--- config.mk ---
export PLATFORM = sky130hd
export DESIGN_NAME = i2c_tx_arbiter
export DESIGN_NICKNAME = d
export VERILOG_FILES = /design/src/rtl/i2c_arb_pkg.sv /design/src/rtl/rr_arbiter2.sv /design/src/rtl/i2c_tx_arbiter.sv
export SDC_FILE = /design/constraint.sdc
export NUM_CORES = 1
export LEC_CHECK = 0
export BUFFER_PORTS_ARGS = -buffer_cell sky130_fd_sc_hd__buf_2
export CORE_MARGIN = 2
export CORE_UTILIZATION = 52
export DETAILED_ROUTE_END_ITERATION = 8
export PLACE_DENSITY = 0.84
export SLEW_MARGIN = 40
export SYNTH_ARGS = -nofsm -noshare
export SYNTH_HDL_FRONTEND = slang
export SYNTH_SLANG_ARGS = --single-unit
--- constraint.sdc ---
create_clock -name clk -period 4.8 [get_ports clk]
set_input_delay 0.96 -clock clk [delete_from_list [all_inputs] [get_ports clk]]
set_output_delay 0.96 -clock clk [all_outputs]
set_load 0.02 [all_outputs]
--- src/rtl/i2c_arb_pkg.sv ---
// ---------------------------------------------------------------------------
// i2c_arb_pkg
// Shared types and constants for the two-requester I2C transmit arbiter.
//   arb_state_t : frame sequencer states
//   NUM_REQ     : number of requesters sharing the I2C master
//   MAX_LEN     : largest data byte count a requester may ask for
//   LEN_W       : width of a length / byte index field
// ---------------------------------------------------------------------------
package i2c_arb_pkg;

    localparam int NUM_REQ = 2;
    localparam int MAX_LEN = 7;
    localparam int LEN_W   = $clog2(MAX_LEN + 1);

    typedef enum logic [2:0] {
        IDLE  = 3'd0,
        START = 3'd1,
        WAIT  = 3'd2,
        DATA  = 3'd3,
        STOP  = 3'd4,
        DONE  = 3'd5
    } arb_state_t;

    // With two requesters the one-hot grant collapses to the index of bit 1.
    function automatic logic onehot2_to_idx(input logic [NUM_REQ-1:0] oh);
        return oh[1];
    endfunction

endpackage

--- src/rtl/rr_arbiter2.sv ---
// ---------------------------------------------------------------------------
// rr_arbiter2
// Combinational two-way round-robin decision.
//   req  [1:0] : pending requests
//   last       : index of the requester granted most recently
//   gnt  [1:0] : one-hot winner (all zero when nothing is requested)
// On contention the requester that was not granted last wins.
// ---------------------------------------------------------------------------
module rr_arbiter2
    import i2c_arb_pkg::*;
(
    input  logic [NUM_REQ-1:0] req,
    input  logic               last,
    output logic [NUM_REQ-1:0] gnt
);

    always_comb begin
        gnt = '0;
        unique case (req)
            2'b01:   gnt = 2'b01;
            2'b10:   gnt = 2'b10;
            2'b11:   gnt = last ? 2'b01 : 2'b10;
            default: gnt = '0;
        endcase
    end

endmodule

--- src/rtl/i2c_tx_arbiter.sv ---
// ---------------------------------------------------------------------------
// i2c_tx_arbiter
// Shares one byte-oriented I2C master between two requesters. A granted
// requester gets a full frame: START+address, req_len data bytes, STOP.
//
// Ports
//   clk, reset_n        clock, asynchronous active-low reset
//   req      [1:0]      frame request per requester (level, held until done)
//   req_addr [1:0][7:0] address byte (7-bit address + R/W) per requester
//   req_len  [1:0][2:0] data byte count per requester, sampled at grant
//   req_data [1:0][7:0] data byte at byte_idx, per requester
//   abort    [1:0]      per-requester abort (level)
//   grant    [1:0]      one-hot owner of the I2C master
//   byte_idx [2:0]      index of the data byte being fetched
//   done     [1:0]      one-cycle frame-complete pulse
//   aborted  [1:0]      one-cycle abort / timeout pulse
//   start, stop, i2c_en I2C master commands
//   tx_data  [7:0]      byte presented to the I2C master
//   ready               I2C master idle
//   tx_done             I2C master byte strobe (monitored only)
//
// Build option: define I2C_ARB_TIMEOUT_EN to add a ready-wait watchdog of
// TIMEOUT_CYCLES clocks; without it every wait on ready is unbounded.
//
// Every output comes straight from a flop, so ready never reaches an
// output combinationally.
// ---------------------------------------------------------------------------
module i2c_tx_arbiter
    import i2c_arb_pkg::*;
#(
    parameter int TIMEOUT_CYCLES = 4096
) (
    input  logic                          clk,
    input  logic                          reset_n,
    input  logic [NUM_REQ-1:0]            req,
    input  logic [NUM_REQ-1:0][7:0]       req_addr,
    input  logic [NUM_REQ-1:0][LEN_W-1:0] req_len,
    input  logic [NUM_REQ-1:0][7:0]       req_data,
    input  logic [NUM_REQ-1:0]            abort,
    output logic [NUM_REQ-1:0]            grant,
    output logic [LEN_W-1:0]              byte_idx,
    output logic [NUM_REQ-1:0]            done,
    output logic [NUM_REQ-1:0]            aborted,
    output logic                          start,
    output logic                          stop,
    output logic                          i2c_en,
    output logic [7:0]                    tx_data,
    input  logic                          ready,
    input  logic                          tx_done
);

    arb_state_t           state_q;
    logic [NUM_REQ-1:0]   grant_q;
    logic                 owner_q;       // index form of grant_q
    logic                 last_q;        // index of the most recent winner
    logic [LEN_W-1:0]     len_q;
    logic [LEN_W-1:0]     byte_idx_q;
    logic [7:0]           tx_data_q;
    logic [NUM_REQ-1:0]   done_q;
    logic [NUM_REQ-1:0]   aborted_q;
    logic                 start_q;
    logic                 stop_q;
    logic                 i2c_en_q;
    logic                 abort_pend_q;  // owner asked to abort; honoured at next WAIT
    logic                 hold_q;        // forces one idle cycle after a frame ends

    logic [NUM_REQ-1:0]   rr_gnt;
    logic                 rr_idx;
    logic                 own_abort;

    rr_arbiter2 u_rr (
        .req  (req),
        .last (last_q),
        .gnt  (rr_gnt)
    );

    assign rr_idx    = onehot2_to_idx(rr_gnt);
    // Only the owner's abort is looked at; the other requester is ignored.
    assign own_abort = abort[owner_q];

`ifdef I2C_ARB_TIMEOUT_EN
    localparam int TMO_W = (TIMEOUT_CYCLES > 2) ? $clog2(TIMEOUT_CYCLES) : 1;
    localparam logic [TMO_W-1:0] TMO_LAST = TMO_W'(TIMEOUT_CYCLES - 1);

    logic [TMO_W-1:0] tmo_q;
    logic             waiting;

    // True exactly when the sequencer is parked waiting for the master and
    // will not change state this cycle. WAIT is excluded on purpose.
    always_comb begin
        waiting = 1'b0;
        unique case (state_q)
            START, DATA, STOP: waiting = ready;
            DONE:              waiting = !ready;
            default:           waiting = 1'b0;
        endcase
    end
`endif

    always_ff @(posedge clk or negedge reset_n) begin
        if (!reset_n) begin
            state_q      <= IDLE;
            grant_q      <= '0;
            owner_q      <= 1'b0;
            last_q       <= 1'b1;   // makes requester 0 the first winner
            len_q        <= '0;
            byte_idx_q   <= '0;
            tx_data_q    <= '0;
            done_q       <= '0;
            aborted_q    <= '0;
            start_q      <= 1'b0;
            stop_q       <= 1'b0;
            i2c_en_q     <= 1'b0;
            abort_pend_q <= 1'b0;
            hold_q       <= 1'b0;
`ifdef I2C_ARB_TIMEOUT_EN
            tmo_q        <= '0;
`endif
        end else begin
            done_q    <= '0;
            aborted_q <= '0;

            unique case (state_q)
                IDLE: begin
                    if (hold_q) begin
                        hold_q <= 1'b0;
                    end else if (|req) begin
                        grant_q      <= rr_gnt;
                        owner_q      <= rr_idx;
                        last_q       <= rr_idx;
                        tx_data_q    <= req_addr[rr_idx];
                        len_q        <= req_len[rr_idx];
                        byte_idx_q   <= '0;
                        abort_pend_q <= 1'b0;
                        start_q      <= 1'b1;
                        i2c_en_q     <= 1'b1;
                        state_q      <= START;
                    end
                end

                START: begin
                    if (own_abort) abort_pend_q <= 1'b1;
                    // The master accepted the command once it goes busy.
                    if (!ready) begin
                        start_q  <= 1'b0;
                        i2c_en_q <= 1'b0;
                        state_q  <= WAIT;
                    end
                end

                WAIT: begin
                    if (own_abort) abort_pend_q <= 1'b1;
                    if (ready) begin
                        if (abort_pend_q || own_abort) begin
                            stop_q   <= 1'b1;
                            i2c_en_q <= 1'b1;
                            state_q  <= STOP;
                        end else if (byte_idx_q < len_q) begin
                            tx_data_q <= req_data[owner_q];
                            i2c_en_q  <= 1'b1;
                            state_q   <= DATA;
                        end else begin
                            stop_q   <= 1'b1;
                            i2c_en_q <= 1'b1;
                            state_q  <= STOP;
                        end
                    end
                end

                DATA: begin
                    if (own_abort) abort_pend_q <= 1'b1;
                    // Let the byte in flight finish; abort is taken at WAIT.
                    if (!ready) begin
                        i2c_en_q   <= 1'b0;
                        byte_idx_q <= byte_idx_q + 1'b1;
                        state_q    <= WAIT;
                    end
                end

                STOP: begin
                    if (!ready) begin
                        stop_q   <= 1'b0;
                        i2c_en_q <= 1'b0;
                        state_q  <= DONE;
                    end
                end

                DONE: begin
                    if (ready) begin
                        if (abort_pend_q) aborted_q <= grant_q;
                        else              done_q    <= grant_q;
                        abort_pend_q <= 1'b0;
                        grant_q      <= '0;
                        hold_q       <= 1'b1;
                        state_q      <= IDLE;
                    end
                end

                default: begin
                    state_q  <= IDLE;
                    grant_q  <= '0;
                    start_q  <= 1'b0;
                    stop_q   <= 1'b0;
                    i2c_en_q <= 1'b0;
                end
            endcase

`ifdef I2C_ARB_TIMEOUT_EN
            // Placed after the case so a timeout overrides the normal update.
            if (waiting) begin
                if (tmo_q == TMO_LAST) begin
                    aborted_q    <= grant_q;
                    grant_q      <= '0;
                    start_q      <= 1'b0;
                    stop_q       <= 1'b0;
                    i2c_en_q     <= 1'b0;
                    abort_pend_q <= 1'b0;
                    hold_q       <= 1'b1;
                    state_q      <= IDLE;
                    tmo_q        <= '0;
                end else begin
                    tmo_q <= tmo_q + 1'b1;
                end
            end else begin
                tmo_q <= '0;
            end
`endif
        end
    end

    assign grant    = grant_q;
    assign byte_idx = byte_idx_q;
    assign done     = done_q;
    assign aborted  = aborted_q;
    assign start    = start_q;
    assign stop     = stop_q;
    assign i2c_en   = i2c_en_q;
    assign tx_data  = tx_data_q;

    // tx_done is informational only; the timeout limit is unused when the
    // watchdog is compiled out.
    logic unused_ok;
    assign unused_ok = &{1'b0, tx_done, (TIMEOUT_CYCLES > 0)};

endmodule
* After elaboration in Yosys (flattened, before gate mapping)
Cells that the tools add are included.
** Cells by class
- Bitwise logic cells :: 5
- $lt $le $gt $ge :: 3
- Add/sub/neg operators :: 1
- Reductions and logical operators :: 23
- Equal/unequal tests :: 21
- Multiplexer cells :: 55
** Operator list (number)
- $mux W8 :: 9
- $mux W3 :: 13
- $ne A2 B2 Y1 const B :: 11
- $mux W2 :: 10
- $pmux W8 S2 :: 1
- $reduce_and A4 Y1 :: 4
- $pmux W3 S5 :: 1
- $mux W1 :: 13
- $pmux W2 S3 :: 2
- $reduce_and A6 Y1 :: 2
- $reduce_or A4 Y1 :: 3
- $reduce_and A5 Y1 :: 2
- $pmux W1 S3 :: 3
- $eq A3 B2 Y1 const B :: 2
- $eq A3 B3 Y1 const B :: 2
- $pmux W3 S2 :: 1
- $reduce_bool A2 Y1 :: 3
- $reduce_or A3 Y1 :: 2
- $not A1 Y1 :: 5
- $eq A2 B2 Y1 const B :: 2
- $lt A1 B2 Y1 const B :: 2
- $pmux W1 S4 :: 1
- $reduce_or A2 Y1 :: 2
- $add A3 B1 Y3 const B :: 1
- other kinds (11) :: 11
** Storage, ports and cells
- Output and inout bits :: 20
- Bits in registers :: 30
- Input bits :: 46
- Logic and storage cells :: 122

* Depth between registers and ports, before layout
- Depth in word-level cells :: 7
- Gate-level depth with buffers :: 6
- Gate-level depth less buffers :: 6

* By module
Synthesis repeated with hierarchy kept, for this count alone.
** Second synthesis, totals
- Cells, all modules :: 174
- Area, all modules :: 1732.9 um^2
** By module, submodules not included
- i2c_tx_arbiter :: times used 1, cells an instance 171, area each 1714.1 um^2, sequential area each 752.0 um^2
- rr_arbiter2 :: times used 1, cells an instance 3, area each 18.8 um^2, sequential area each 0.0 um^2

* Worst setup path before layout
Ideal clock, no wire load.
- Path type :: input-to-reg
- From :: input abort[1]
- To :: register tx_data_q[0] (netlist: tx_data[0])
- Buffers on the path :: 0
- Slack :: 2.771 ns
- Library setup time :: 0.125 ns
- Data required time :: 4.675 ns
- Stages on the path :: 4
- Arrival :: 1.904 ns
- Cell sequence :: mux2i_2 o211ai_2 o21ai_4 mux2_2
** Between the ends
- Cells in the longest elaborated chain, start to end :: 5
** RTL lines
- from (decl) :: RTL line i2c_tx_arbiter.sv:39 : input logic [NUM_REQ-1:0] abort,
- $mux W1 (not written as such) (2 in a row) :: RTL line i2c_tx_arbiter.sv:79 : assign own_abort = abort[owner_q];
- $logic_or A1 B1 Y1 :: RTL line i2c_tx_arbiter.sv:154 : if (abort_pend_q || own_abort) begin
- $ne A2 B2 Y1 (no source line)
- $reduce_and A6 Y1 (no source line)
- to (signal assigned) :: RTL line i2c_tx_arbiter.sv:131 : tx_data_q <= req_addr[rr_idx];
- to (signal assigned) :: RTL line i2c_tx_arbiter.sv:159 : tx_data_q <= req_data[owner_q];
- to (decl) :: RTL line i2c_tx_arbiter.sv:58 : logic [7:0] tx_data_q;
Every way passes these cells. The select of a mux whose other input is x is not followed.
A chain may end at the register's enable or synchronous reset.

* Worst setup path after layout
- From :: register state_q[1]
- To :: register tx_data_q[2] (netlist: tx_data[2])
** Between the ends
- Cells in the longest elaborated chain, start to end :: 3
- Elaborated cells between the ends (all ways) :: 10
- Classes of those cells :: 6 x eq/ne; 1 x mux; 3 x reduce/logical
** RTL lines
- from (decl) :: RTL line i2c_tx_arbiter.sv:52 : arb_state_t state_q;
- from (signal assigned) :: RTL line i2c_tx_arbiter.sv:102 : state_q <= IDLE;
- from (signal assigned) :: RTL line i2c_tx_arbiter.sv:137 : state_q <= START;
- from (signal assigned) :: RTL line i2c_tx_arbiter.sv:147 : state_q <= WAIT;
- $eq A3 B2 Y1 or $logic_not A3 Y1 (tied branches) :: RTL line i2c_tx_arbiter.sv:123 : unique case (state_q)
- $ne A2 B2 Y1 (no source line) or $reduce_bool A2 Y1 (tied branches)
- $reduce_and A6 Y1 (no source line)
Several ways; a longest one is shown, not always the timed one.

==> flow_summary.yaml <==
run:
  drv_cap: 0
timing:
  fin_crit_ns: 2.29
  relSlewSlack: 0.545
  min_period_over_period: 0.477
  hold_viol_final: 0
  final.setup_skew_ns: 0.00580
  finalSetupViolations: 0
  fmax_mhz: 437
  tightestPinTransition_ns: 0.681
  fin_tns_setup_ns: 0
  rsz0062_at_grt: "false"
  whs_ns: 0.512
  slew_viol_final: 0
place:
  dpl.hpwl_mm: 2.76
  place_congestion: 0.850
  io_buffers: 64
pwr:
  power.switching_uw: 561
  p_seq_frac: 0.380
  switching_share: 0.434
  leakagePower_uw: 0.00105
  pwr-share-comb: 0.500
  pwr-share-clk: 0.121
  p_int_uw: 730
  power_density_nw_per_um2: 613
  ir_worst_vdd_v: 0.000355
die:
  core-area_um2: 3100
  row_count: 20
  die_area_um2: 3800
  dieWidth_um: 61.7
  ios: 66
  initial_core_util: 0.557
  die_h_um: 61.7
clocking:
  cts_buffers: 5
  post-cts-setup-buffers: 0
  clk_pin_slew_ns: 0.09
  post_cts_resized: 0
  cts_buffer_depth: 2
  postCtsHoldBufs: 0
  tritoncts: "built"
  clock-sinks: 30
  insertion_delay_ns: 0.34
  cts-root-buf: "clkbuf_4"
  htree_num_levels: 2
logic_synthesis:
  muxShareOfSynthArea: 0.115
  synth_top_family_by_area: "compound AO/OA/AOI/OAI gates"
  synthAdderAreaFrac: 0.0217
  synth_cells: 174
  synthesis.area_um2: 1730
  ys_types: 48
  yosys.area_share.simple: 0.166
  ys_warn_count: 0
  synthXorXnorAreaFrac: 0.00507
  syn_area_per_cell_um2: 9.94
  synth-edff-count: 0
  ys_ff_latch: 30
  yosysSeqAreaShare: 0.435
  synth-compound-area-share: 0.213
  synth_fp_nets: 223
  ys.flop_type: "dfrtp_1"
  synth-async-reset-ratio: 1.00
route:
  drc: 0
  drt_iter0_drc: 84
  vias: 1525
  ant_nets: 0
  wl_per_cell_um: 13.3
  first_pass_iters: 4
  finalWirelength_mm: 3.73
  vias_per_cell: 5.45
hold_path:
  hp-class: "reg -> reg"
  hp-start: "tx_data[7]"
  min_path_cells: 1
  min_to: "tx_data[7]"
status:
  status: "complete, no violations"
worst_setup_path:
  worst-setup-path-type: "reg -> reg"
  reg2reg_slack_ns: 2.51
  worstPathMaxFanout: 17
  end_kind: "register"
  rr_endpoint: "tx_data[2]"
  crit_path_start_kind: "register"
  regToRegStartpoint: "state_q[1]"
  arrival_ns: 2.52
  crit_slowest_cell: "dfrtp_1"
  critical_path.cell_chain: "nor3b_4, nand2_2, o21ai_4, mux2_2"
  slowest_delay_ns: 0.69
  r2r_cells: 4
  cp.required_ns: 5.03
global_routing:
  grt_use_total: 0.223
  grt_pass1_wl_mm: 6.13
  antenna_found_initial: 0
  grt_pass1_vias: 1374
  grt-ovfl-total: 0
  grt_max_degree: 31
final_layout:
  drive_gt1_frac: 0.394
  area_growth_pct: 21.9
  diodes: 0
  nNetsFinal: 284
[cells by family after synthesis]
group           Yosys count
fa+ha+maj                 3
compound gates           54
buf+inv                  14
xor+xnor                  1
flops                    30
simple gates             54
mux                      18
[worst max-delay path: cells and delay by family, from the launching register on]
kind             cells  cell delay (ns)
flip-flops           1             0.69
multiplexers         1             0.38
AND/OR/NAND/NOR      2             0.82
AO/OA/AOI/OAI        1             0.29
[area by class of cell]
type / instances / area (µm²)
clock buffer: 7 / 55.1
timing repair buffer: 64 / 320
clock inverter: 1 / 5.00
tap: 44 / 55.1
inverter: 4 / 15.0
fill: 280 / 996
multi-input combinational: 130 / 905
sequential: 30 / 752
[through the flow]
| stage | cells | worst slack [ns] | instance area (µm²) | total power (µW) | utilization |
|---|---|---|---|---|---|
| final | 280 | 2.51 | 2110 | 1290 | 0.679 |
| after global routing | 280 | 2.37 | 2110 | 1390 | 0.679 |
| after CTS | 280 | 2.52 | 2110 | 1300 | 0.679 |
| after detailed placement | 272 | 2.48 | 2050 | 1140 | 0.660 |
| after global placement | 272 | 2.23 | 2040 | 1120 | 0.658 |
| after floorplan | 174 | 2.77 | 1730 | 996 | - |
[worst max-delay path by stage]
stage | end | start | slack, ns | cells after the start
6_report | tx_data[2] | state_q[1] | 2.51 | 4
5_1_grt | tx_data[1] | state_q[1] | 2.37 | 4
3_5_place_dp | tx_data[2] | abort[0] | 2.48 | 5
2_1_floorplan | tx_data[0] | abort[1] | 2.77 | 4
4_1_cts | tx_data[2] | state_q[1] | 2.52 | 4
3_3_place_gp | tx_data[2] | req[1] | 2.23 | 5
[sequential cells by signal, summed over array words and instances, names as in the netlist, 2 cells and up]
signal / flops
tx_data: 8
byte_idx: 3
len_q: 3
state_q: 3
aborted: 2
done: 2
grant: 2
[cells in the mapped netlist (all sizes together), types with 2 or more instances]
cell type	n	area [µm²]
dfrtp	29	726
nand2	26	100
a21oi	14	73.8
nor2	11	41.3
o21ai	11	70.1
mux2	9	105
mux2i	9	93.8
a22oi	8	60.1
buf	7	50.1
a31oi	4	25.0
inv	4	15.0
clkbuf	3	11.3
ha	3	37.5
nand3	3	15.0
o211ai	3	27.5
a22o	2	17.5
and2	2	12.5
and4	2	17.5
nor2b	2	12.5
nor4	2	27.5
o21a	2	15.0
o22ai	2	12.5
[layer usage]
metal	part of all wire	global-route usage
met5	0	0
met4	0.015	0.0821
met3	0.068	0.0546
met2	0.47	0.358
met1	0.45	0.292
[power by group through the flow]
stage	Clock [µW]	Sequential, µW	Combinational (µW)
floorplan	0	498	497
global placement	0	489	634
detailed placement	0	490	649
CTS	161	488	650
global route	171	506	713
finish	156	490	645
[layout by cell type (no fill, tap or decap), types with 3 or more instances in the layout]
| master | synthesis | final |
|---|---|---|
| nor2_1 | 11 | 11 |
| buf_2 | 4 | 64 |
| nand3_1 | 3 | 3 |
| mux2_2 | 8 | 8 |
| ha_1 | 3 | 3 |
| nand2_1 | 25 | 25 |
| a22oi_1 | 8 | 8 |
| clkbuf_4 | 0 | 5 |
| inv_1 | 4 | 4 |
| mux2i_1 | 8 | 8 |
| a31oi_1 | 4 | 4 |
| a21oi_1 | 13 | 13 |
| dfrtp_1 | 29 | 29 |
| o21ai_0 | 9 | 9 |
(Power assumes the default switching activity.)
